**config.mk**
```make
export PLATFORM = sky130hd
export DESIGN_NAME = branch_resolver
export DESIGN_NICKNAME = d
export VERILOG_FILES = /design/src/rtl/branch_resolver_pkg.sv /design/src/rtl/branch_resolver_fifo.sv /design/src/rtl/branch_resolver.sv
export SDC_FILE = /design/constraint.sdc
export NUM_CORES = 1
export LEC_CHECK = 0
export CORE_UTILIZATION = 45
export DETAILED_ROUTE_END_ITERATION = 6
export GPL_ROUTABILITY_DRIVEN = 1
export PLACE_DENSITY = 0.69
export REMOVE_ABC_BUFFERS = 1
export SYNTH_ARGS = -nofsm -noshare
export SYNTH_HDL_FRONTEND = slang
export SYNTH_SLANG_ARGS = --single-unit
```
**constraint.sdc**
```tcl
create_clock -name clk -period 10.15 [get_ports clk]
set_input_delay 2.5375 -clock clk [delete_from_list [all_inputs] [get_ports clk]]
set_output_delay 2.5375 -clock clk [all_outputs]
set_load 0.05 [all_outputs]
```
**src/rtl/branch_resolver_pkg.sv**
```systemverilog
// -----------------------------------------------------------------------------
// branch_resolver_pkg
//   Shared definitions for the branch resolution slice:
//     INST_ADDR_BUS  instruction address width used by the front end
//     record_bus()   width of one prediction record {pc, pre_taken, pre_target}
//     RECORD_BUS     record width at the default address width (also used by IF)
//     res_kind_e     outcome of comparing a prediction with the EX result
//     classify()     maps prediction + outcome onto res_kind_e
// -----------------------------------------------------------------------------
package branch_resolver_pkg;

   localparam int INST_ADDR_BUS = 32;

   function automatic int record_bus(input int addr_w);
      return 2 * addr_w + 1;
   endfunction

   localparam int RECORD_BUS = record_bus(INST_ADDR_BUS);

   typedef enum logic [1:0] {
      RES_NONE       = 2'd0,  // non-jump, predicted not-taken: nothing to do
      RES_JMP_OK     = 2'd1,  // jump, prediction correct: train only
      RES_JMP_MISS   = 2'd2,  // jump, prediction wrong: train and flush
      RES_ALIAS_MISS = 2'd3   // non-jump predicted taken (BTB tag alias): flush only
   } res_kind_e;

   // target_eq is only meaningful when the jump was actually taken; a
   // not-taken jump with a correct not-taken prediction ignores targets.
   function automatic res_kind_e classify(input logic is_jmp,
                                          input logic pre_taken,
                                          input logic taken,
                                          input logic target_eq);
      if (is_jmp) begin
         if ((pre_taken != taken) || (taken && !target_eq))
            return RES_JMP_MISS;
         return RES_JMP_OK;
      end
      if (pre_taken)
         return RES_ALIAS_MISS;
      return RES_NONE;
   endfunction

endpackage

```
**src/rtl/branch_resolver_fifo.sv**
```systemverilog
// -----------------------------------------------------------------------------
// bp_record_fifo
//   Circular FIFO holding in-flight prediction records.
//   Ports:
//     clk, rst     clock, asynchronous active-low reset
//     en           global enable; state frozen while low
//     clr          synchronous clear of pointers and count (wins over push/pop)
//     push, din    write one record (caller guarantees space or a same-cycle pop)
//     pop, dout    retire the head record (caller guarantees non-empty)
//     full, empty  occupancy flags, combinational from the registered count
// -----------------------------------------------------------------------------
module bp_record_fifo
   import branch_resolver_pkg::*;
#(
   parameter int DEPTH = 4,
   parameter int W     = RECORD_BUS
) (
   input  logic         clk,
   input  logic         rst,
   input  logic         en,
   input  logic         clr,
   input  logic         push,
   input  logic [W-1:0] din,
   input  logic         pop,
   output logic [W-1:0] dout,
   output logic         full,
   output logic         empty
);

   localparam int PTR_W = $clog2(DEPTH);
   localparam int CNT_W = PTR_W + 1;

   logic [W-1:0]     mem [DEPTH];
   logic [PTR_W-1:0] wr_ptr;
   logic [PTR_W-1:0] rd_ptr;
   logic [CNT_W-1:0] count;

   // NOTE: sequential state is updated only with non-blocking assignments so
   // every register samples the pre-edge values regardless of statement order.
   always_ff @(posedge clk or negedge rst) begin
      if (!rst) begin
         wr_ptr <= '0;
         rd_ptr <= '0;
         count  <= '0;
      end else if (en) begin
         if (clr) begin
            wr_ptr <= '0;
            rd_ptr <= '0;
            count  <= '0;
         end else begin
            // DEPTH is a power of two, so the pointers wrap naturally.
            if (push) wr_ptr <= wr_ptr + PTR_W'(1);
            if (pop)  rd_ptr <= rd_ptr + PTR_W'(1);
            case ({push, pop})
               2'b10:   count <= count + CNT_W'(1);
               2'b01:   count <= count - CNT_W'(1);
               default: count <= count;
            endcase
         end
      end
   end

   // NOTE: the storage array has no reset; validity is tracked by the pointers
   // and count, so clearing it would only cost a reset tree on every bit.
   always_ff @(posedge clk) begin
      if (en && push && !clr)
         mem[wr_ptr] <= din;
   end

   assign dout  = mem[rd_ptr];
   assign full  = (count == CNT_W'(DEPTH));
   assign empty = (count == '0);

endmodule

```
**src/rtl/branch_resolver.sv**
```systemverilog
// -----------------------------------------------------------------------------
// branch_resolver
//   Checks each fetch-stage branch prediction against the EX outcome, issues a
//   one-cycle flush + redirect on a mispredict and trains the predictor.
//   Ports:
//     clk, rst                 clock, asynchronous active-low reset
//     rdy                      global enable (freezes everything when low)
//     if_valid/if_pc/if_pre_*  prediction record pushed by IF; full = IF stall
//     ex_valid/ex_*            EX completion; pops and resolves the head record
//     upd_*                    predictor training port, one-cycle pulse
//     flush, redirect_pc       one-cycle front-end flush and restart PC
//     br_cnt, miss_cnt         resolved jumps / flushes issued (wrap at 2^32)
//     err                      sticky protocol error
// -----------------------------------------------------------------------------
module branch_resolver
   import branch_resolver_pkg::*;
#(
   parameter int DEPTH  = 4,
   parameter int ADDR_W = INST_ADDR_BUS
) (
   input  logic              clk,
   input  logic              rst,
   input  logic              rdy,
   input  logic              if_valid,
   input  logic [ADDR_W-1:0] if_pc,
   input  logic              if_pre_taken,
   input  logic [ADDR_W-1:0] if_pre_target,
   output logic              full,
   input  logic              ex_valid,
   input  logic [ADDR_W-1:0] ex_pc,
   input  logic              ex_is_jmp,
   input  logic              ex_taken,
   input  logic [ADDR_W-1:0] ex_target,
   output logic              upd_valid,
   output logic [ADDR_W-1:0] upd_pc,
   output logic [ADDR_W-1:0] upd_target,
   output logic              upd_taken,
   output logic              flush,
   output logic [ADDR_W-1:0] redirect_pc,
   output logic [31:0]       br_cnt,
   output logic [31:0]       miss_cnt,
   output logic              err
);

   localparam int REC_W = record_bus(ADDR_W);

   logic              push_req;
   logic              pop_req;
   logic              push;
   logic              pop;
   logic              fifo_empty;
   logic [REC_W-1:0]  head;
   logic [ADDR_W-1:0] head_pc;
   logic              head_pre_taken;
   logic [ADDR_W-1:0] head_pre_target;
   res_kind_e         kind;
   logic              mispredict;
   logic              train;
   logic              err_set;
   logic [ADDR_W-1:0] redirect_nxt;

   // The cycle in which flush is high is a drain cycle: both sides are ignored.
   assign push_req = if_valid & ~flush;
   assign pop_req  = ex_valid & ~flush;

   // No bypass: an empty queue cannot be popped even if IF pushes this cycle.
   assign pop  = pop_req & ~fifo_empty;
   assign push = push_req & (~full | pop);

   // Record layout: {pc, pre_taken, pre_target}.
   assign head_pc         = head[REC_W-1 -: ADDR_W];
   assign head_pre_taken  = head[ADDR_W];
   assign head_pre_target = head[ADDR_W-1:0];

   // NOTE: every signal written in always_comb gets a default first, so no
   // path can leave it unassigned and infer a latch.
   always_comb begin
      kind = RES_NONE;
      if (pop)
         kind = classify(ex_is_jmp, head_pre_taken, ex_taken,
                         head_pre_target == ex_target);
   end

   assign mispredict   = (kind == RES_JMP_MISS) || (kind == RES_ALIAS_MISS);
   assign train        = (kind == RES_JMP_OK)   || (kind == RES_JMP_MISS);
   assign redirect_nxt = ex_taken ? ex_target : ex_pc + ADDR_W'(4);

   assign err_set = (push_req & full & ~pop)         // overflow, record dropped
                  | (pop_req & fifo_empty)           // EX completion with no record
                  | (pop & (ex_pc != head_pc));      // record out of step with EX

   // A mispredict clears the queue on the same edge; records still queued and
   // any push this cycle belong to the wrong path.
   bp_record_fifo #(
      .DEPTH (DEPTH),
      .W     (REC_W)
   ) u_fifo (
      .clk   (clk),
      .rst   (rst),
      .en    (rdy),
      .clr   (mispredict),
      .push  (push),
      .din   ({if_pc, if_pre_taken, if_pre_target}),
      .pop   (pop),
      .dout  (head),
      .full  (full),
      .empty (fifo_empty)
   );

   always_ff @(posedge clk or negedge rst) begin
      if (!rst) begin
         upd_valid   <= 1'b0;
         upd_pc      <= '0;
         upd_target  <= '0;
         upd_taken   <= 1'b0;
         flush       <= 1'b0;
         redirect_pc <= '0;
         br_cnt      <= '0;
         miss_cnt    <= '0;
         err         <= 1'b0;
      end else if (rdy) begin
         // Address outputs read as zero outside their pulse.
         upd_valid   <= train;
         upd_pc      <= train ? ex_pc : '0;
         upd_target  <= train ? ex_target : '0;
         upd_taken   <= train & ex_taken;
         flush       <= mispredict;
         redirect_pc <= mispredict ? redirect_nxt : '0;
         if (train)      br_cnt   <= br_cnt + 32'd1;
         if (mispredict) miss_cnt <= miss_cnt + 32'd1;
         if (err_set)    err      <= 1'b1;
      end
   end

endmodule

```
-- Word-level counts from Yosys, hierarchy flattened
Memories as Yosys holds them, arrays and structs flattened.
Index checks and enable logic that the tools add are counted.
Widths: inputs -> output; s select.
- output and inout bits: 165
- input port bits: 136
- register bits after elaboration: 171
- memories: 1
- memory bits (writable): 260
- word-level logic and storage cells: 90
- eq/ne operators: 9
- mux-type cells: 27
- add/subtract/negate cells: 7
- reductions and logical operators: 18
- bitwise operators: 16
- memories (memory ; words ; bits a word ; read ports ; clocked after Yosys merged registers in ; write ports ; RTL line ; source):
    u_fifo.mem ; 4 ; 65 ; 1 ; 0 ; 1 ; branch_resolver_fifo.sv:33 ; logic [W-1:0] mem [DEPTH];
- operators by type and width (cell ; count):
    $mux 32 ; 4
    $add 32x1->32 const B ; 2
    $add 32x3->32 const B ; 1
    $eq 32x32->1 ; 1
    $ne 32x32->1 ; 1
    $mux 2 ; 11
    $reduce_and 2->1 ; 6
    $mux 1 ; 10
    $and 1x1->1 ; 9
    $eq 2x2->1 const B ; 3
    $pmux 3 s2 ; 1
    $add 2x1->2 const B ; 2
    $eq 2x1->1 const B ; 2
    $not 1->1 ; 4
    $reduce_bool 2->1 ; 2
    $add 3x1->3 const B ; 1
    $eq 3x3->1 const B ; 1
    $logic_and 1x1->1 ; 3
    $logic_not 3->1 ; 1
    $logic_or 1x1->1 ; 3
    $mux 3 ; 1
    $or 1x1->1 ; 3
    $reduce_bool 3->1 ; 1
    $sub 3x1->3 const B ; 1
    2 further kinds ; 3

-- Longest topological paths before layout
An unclocked memory read counts as a cell.
- depth after elaboration: 20
- depth in mapped cells: 19

-- Cells and area by module
Synthesis repeated with hierarchy kept, for this count alone.
- cells, all modules: 1250
- area, all modules: 18386.4 um2
- modules (own cells, without submodules) (module ; cells an instance ; times used ; sequential area each (um2) ; area each (um2)):
    bp_record_fifo ; 397 ; 1 ; 7982.7 ; 9889.5
    branch_resolver ; 853 ; 1 ; 4103.9 ; 8496.9

-- Worst setup path after synthesis
Ideal clock, no wire load.
- path kind: input -> register
- from: input ex_target[13]
- to: memory u_fifo.mem[0][0] (netlist bit), enable pin
- stages on the path: 10
- arrival time: 6291 ps
- library setup time: 430 ps
- setup slack: 3429 ps
- path buffers: 0
- cells stage by stage: xnor2_1 -> a2111oi_0 -> a31oi_1 -> or4_1 -> nor4_2 -> o221ai_1 -> ha_1 -> nor2_1 -> and3_1 -> and2_1
- cells in the longest elaborated chain, start to end: 19
- ends and longest elaborated chain (element ; RTL line ; source):
    start, declared ; branch_resolver.sv:33 ; input logic [ADDR_W-1:0] ex_target,
    $eq 32x32->1 (*) ; branch_resolver.sv:81 ; head_pre_target == ex_target);
    $logic_not 1->1 (*) ; branch_resolver_pkg.sv:34 ; if ((pre_taken != taken) || (taken && !target_eq))
    $logic_and 1x1->1 (*) ; branch_resolver_pkg.sv:34 ;
    $logic_or 1x1->1 (*) ; branch_resolver_pkg.sv:34 ;
    $mux 1 (*) ; branch_resolver_pkg.sv:34 ;
    $mux 1 (*) ; branch_resolver_pkg.sv:33 ; if (is_jmp) begin
    $mux 1 (*) ; branch_resolver.sv:79 ; if (pop)
    $mux 2 (*) ; branch_resolver_pkg.sv:36 ; return RES_JMP_OK;
    [... 3 more ...] ; - ;
    $mux 2 (*) ; branch_resolver_pkg.sv:38 ; if (pre_taken)
    $mux 2 (*) ; branch_resolver.sv:79 ;
    $eq 2x2->1 ; branch_resolver.sv:84 ; assign mispredict = (kind == RES_JMP_MISS) || (kind == RES_ALIAS_MISS);
    $logic_or 1x1->1 (*) ; branch_resolver.sv:84 ;
    $logic_not 1->1 (*) ; branch_resolver_fifo.sv:66 ; if (en && push && !clr)
    $logic_and 1x1->1 (*) ; branch_resolver_fifo.sv:66 ;
    $mux 1 (*) ; branch_resolver_fifo.sv:66 ;
    $mux 1 (not written as such) (*) ; branch_resolver_fifo.sv:67 ; mem[wr_ptr] <= din;
    end, declared ; branch_resolver_fifo.sv:33 ;
Every way passes the cells marked *; elsewhere a longest branch is shown, timed or not. The select of a mux whose other input is x is not followed.

-- Worst setup path in the final report
- from: input ex_target[2]
- to: register br_cnt[28]
- cells in the longest elaborated chain, start to end: 16
- ends and longest elaborated chain (element ; RTL line ; source):
    $eq 32x32->1 (*) ; branch_resolver.sv:81 ;
    $logic_not 1->1 (*) ; branch_resolver_pkg.sv:34 ;
    $logic_and 1x1->1 (*) ; branch_resolver_pkg.sv:34 ;
    $logic_or 1x1->1 (*) ; branch_resolver_pkg.sv:34 ;
    $mux 1 (*) ; branch_resolver_pkg.sv:34 ;
    $mux 1 (*) ; branch_resolver_pkg.sv:33 ;
    $mux 1 (*) ; branch_resolver.sv:79 ;
    $mux 2 (*) ; branch_resolver_pkg.sv:36 ;
    $mux 2 (*) ; branch_resolver_pkg.sv:33 ;
    $mux 2 ; branch_resolver_pkg.sv:38 ;
    $mux 2 ; branch_resolver_pkg.sv:40 ; return RES_NONE;
    $mux 2 (*) ; branch_resolver_pkg.sv:38 ;
    $mux 2 (*) ; branch_resolver.sv:79 ;
    $eq 2x1->1 or $eq 2x2->1 (tied branches) ; branch_resolver.sv:85 ; assign train = (kind == RES_JMP_OK) || (kind == RES_JMP_MISS);
    $logic_or 1x1->1 (*) ; branch_resolver.sv:85 ;
    $reduce_and 2->1 (no source line) (*) ; - ;
    end signal, assigned ; branch_resolver.sv:129 ; if (train) br_cnt <= br_cnt + 32'd1;
    end, declared ; branch_resolver.sv:40 ; output logic [31:0] br_cnt,
Marked as above.
A chain may end at the register's enable or synchronous reset.

==> impl_metrics.json <==
{
  "status": "completed",
  "fin_crit_ps": 7160,
  "hold_viol_final": 0,
  "numCtsBuffers": 45,
  "endpoint_kind": "flop",
  "slowest_delay_ps": 710,
  "hold_path.startpoint": "br_cnt[31]$_DFFE_PN0P_",
  "maxCapViolCount": 0,
  "syn_avg_cell_area_um2": 14.1,
  "setup_violations": 0,
  "cts_resized": 0,
  "io_buffers": 300,
  "die_h_um": 204,
  "fin_area_um2": 23300,
  "crit_family": "simple AND/OR/NAND/NOR gates",
  "regArea_um2": 12100,
  "fin_worst_skew_ps": 16.2,
  "drtPass1Iterations": 5,
  "layout-drive-gt1-share": 0.0882,
  "path_cells": "clkdlybuf4s50_1 > nor2_1 > a2111oi_0 > a31oi_1 > or4_1 > nor4_2 > o221ai_1 > ha_2 > nor2b_1 > nand4_1 > nor3_1 > nand2_1 > nor2_1 > nand2_1 > xnor2_1",
  "period_share": 0.705,
  "hold_slack_ps": 467,
  "grt_pass1_vias": 11864,
  "path_class": "input port to flop",
  "num_vias": 11698,
  "track_usage": 0.237,
  "synth_ff_type": "edfxtp_1",
  "drc": 0,
  "final-max-slew-violation-count": 0,
  "critical_path.slowest_cell": "nor2b_1",
  "synthArstFlopShare": 0.397,
  "syn_area_um2": 18400,
  "max_freq_mhz": 140,
  "hp-class": "flop to flop",
  "die_x_um": 204,
  "nNetsFinal": 1742,
  "ys_seq_area_frac": 0.658,
  "power_density_nw_per_um2": 232,
  "vias_per_cell": 5.42,
  "slew_headroom": 0.256,
  "h-tree-depth": 2,
  "routed_wl_um": 48600,
  "top_level_ports": 301,
  "cts.clk_slew.worst_paths_ps": 60,
  "fin_util": 0.584,
  "cts-hold-fix-buffers": 0,
  "grt_overflow_total": 0,
  "total_leakage_power_nw": 8.53,
  "irDropWorstVdd_v": 0.000163,
  "netlist_instances": 1302,
  "synth_cell_types": 54,
  "initial_core_util": 0.459,
  "grt_first_pass_wirelength_um": 72900,
  "rsz0062_at_grt": "false",
  "cts_tree": "done",
  "core-area_um2": 40000,
  "synth_edf_count": 260,
  "cts_root_buf": "clkbuf_16",
  "rr_startpoint": "u_fifo.rd_ptr[0]$_DFFE_PN0P_",
  "antenna_found_initial": 3,
  "synth_warnings": 0,
  "crit_path_max_fanout": 65,
  "routabilityCongestion": 0.787,
  "die_area_um2": 41700,
  "p_total_mw": 5.41,
  "worstSetupStartpoint": "ex_target[2]",
  "clk-insertion-delay-late_ps": 560,
  "drt_iter0_markers": 692,
  "cp.required_ps": 10590,
  "cts_setup_buffers": 0,
  "finalSetupTns_ps": 0,
  "clockBufferDepth": 3,
  "syn2layout_area_growth_pct": 27.0,
  "postPlaceCellArea_um2": 21900,
  "crit_buf_inv": 1,
  "synth_seq_cells": 431,
  "dp_hpwl_um": 33600,
  "startpoint_type": "input port",
  "rows": 73,
  "grt_max_degree": 121,
  "drtAntennaViolNets": 0,
  "multi_input_area_um2": 5710,
  "arrival_ps": 7600,
  "n_fill_cell": 3240,
  "cts.sinks": 431,
  "wire_per_inst_um": 22.5,
  "tightest_slew_ps": 1120
}
==> routing by layer <==
| layer | vias up | track usage | routed length [um] |
|---|---|---|---|
| met1 | 5886 | 0.317 | 20900 |
| met2 | 398 | 0.380 | 22900 |
| met5 | - | 0 | 27 |
| li1 | 5337 | - | - |
| met4 | 4 | 0.0680 | 1220 |
| met3 | 73 | 0.0619 | 3560 |
==> registers in the layout, indices dropped and copies added, names as in the netlist <==
signal,cells
upd_valid,1
redirect_pc,32
u_fifo.rd_ptr,2
br_cnt,32
u_fifo.wr_ptr,2
upd_pc,32
upd_taken,1
upd_target,32
u_fifo.count,3
err,1
miss_cnt,32
u_fifo.mem,260
flush,1
==> through the flow <==
stage	std cells	worst slack, ps
finish	2159	2990
global route	2158	2460
CTS	2158	2970
detailed placement	2074	2380
global placement	2074	2600
floorplan	1234	3160
==> worst paths after layout <==
check / endpoint / slack (ps) / cells after the start
max reg2reg: br_cnt[28]$_DFFE_PN0P_ / 3620 / 15
min in group asynchronous: br_cnt[26]$_DFFE_PN0P_ / 2110 / 1
max in group asynchronous: miss_cnt[16]$_DFFE_PN0P_ / 6760 / 2
min reg2reg: br_cnt[31]$_DFFE_PN0P_ / 470 / 1
min: br_cnt[31]$_DFFE_PN0P_ / 470 / 1
max: br_cnt[28]$_DFFE_PN0P_ / 2990 / 15
==> layout by cell type (no fill, tap or decap), types with 4 or more instances in the layout <==
master / Yosys / layout
o2bb2ai_1: 7 / 7
and2_2: 0 / 4
nor3_1: 11 / 11
nand4_1: 26 / 26
mux2i_1: 36 / 36
edfxtp_1: 260 / 260
dfrtp_1: 171 / 169
o21ai_0: 96 / 95
nor2_1: 44 / 43
buf_4: 2 / 16
xnor2_1: 108 / 108
and2_1: 8 / 4
bufinv_16: 0 / 4
xor2_1: 44 / 44
o22ai_1: 5 / 5
ha_1: 9 / 8
clkbuf_8: 0 / 5
o31ai_1: 8 / 8
a22o_1: 23 / 23
nor4_1: 6 / 6
and3_1: 19 / 19
and4_1: 5 / 5
clkdlybuf4s50_1: 0 / 297
nand2_1: 82 / 82
nand3b_1: 61 / 61
clkinv_1: 2 / 4
mux4_2: 49 / 49
clkbuf_1: 49 / 21
clkbuf_16: 0 / 48
nand3_1: 34 / 34
a21oi_1: 10 / 10
inv_1: 72 / 72
==> Yosys cell counts (all sizes together) (5+ instances only) <==
cell type,instances,area share
xnor2,108,0.051
nor4,8,0.0034
mux4,50,0.061
buf,19,0.0069
nand4,26,0.0089
a22o,23,0.011
and2,8,0.0027
mux2i,36,0.020
clkbuf,49,0.010
o22ai,5,0.0017
nand2,82,0.017
a21oi,10,0.0027
nor2,44,0.0090
o2bb2ai,7,0.0033
xor2,44,0.021
o31ai,8,0.0033
o21ai,97,0.026
and4,5,0.0024
and3,19,0.0065
nand3,34,0.0093
inv,72,0.015
edfxtp,260,0.42
nand3b,61,0.025
nor3,11,0.0030
dfrtp,171,0.23
ha,9,0.0061
==> cell families after synthesis <==
logic type,after synthesis,share of synthesized area
buf+inv,142,0.0321
fa+ha+maj,10,0.00722
compound gates,168,0.0566
mux,89,0.0829
simple gates,310,0.0910
xor+xnor,152,0.0724
flops,431,0.658
==> cell type report <==
type / count / share of cell area
sequential: 431 / 0.518
multi-input combinational: 729 / 0.245
timing repair buffer: 315 / 0.133
clock buffer: 73 / 0.0572
tap: 525 / 0.0281
inverter: 74 / 0.0119
clock inverter: 11 / 0.00681
antenna: 1 / 0.000107
==> report_power, final <==
part	switching, mW	internal (mW)	leakage (nW)	total (mW)
Combinational	0.877	0.642	3.14	1.52
Sequential	0.180	2.05	4.66	2.23
Clock	0.662	1.00	0.721	1.66
(Power assumes the default switching activity.)
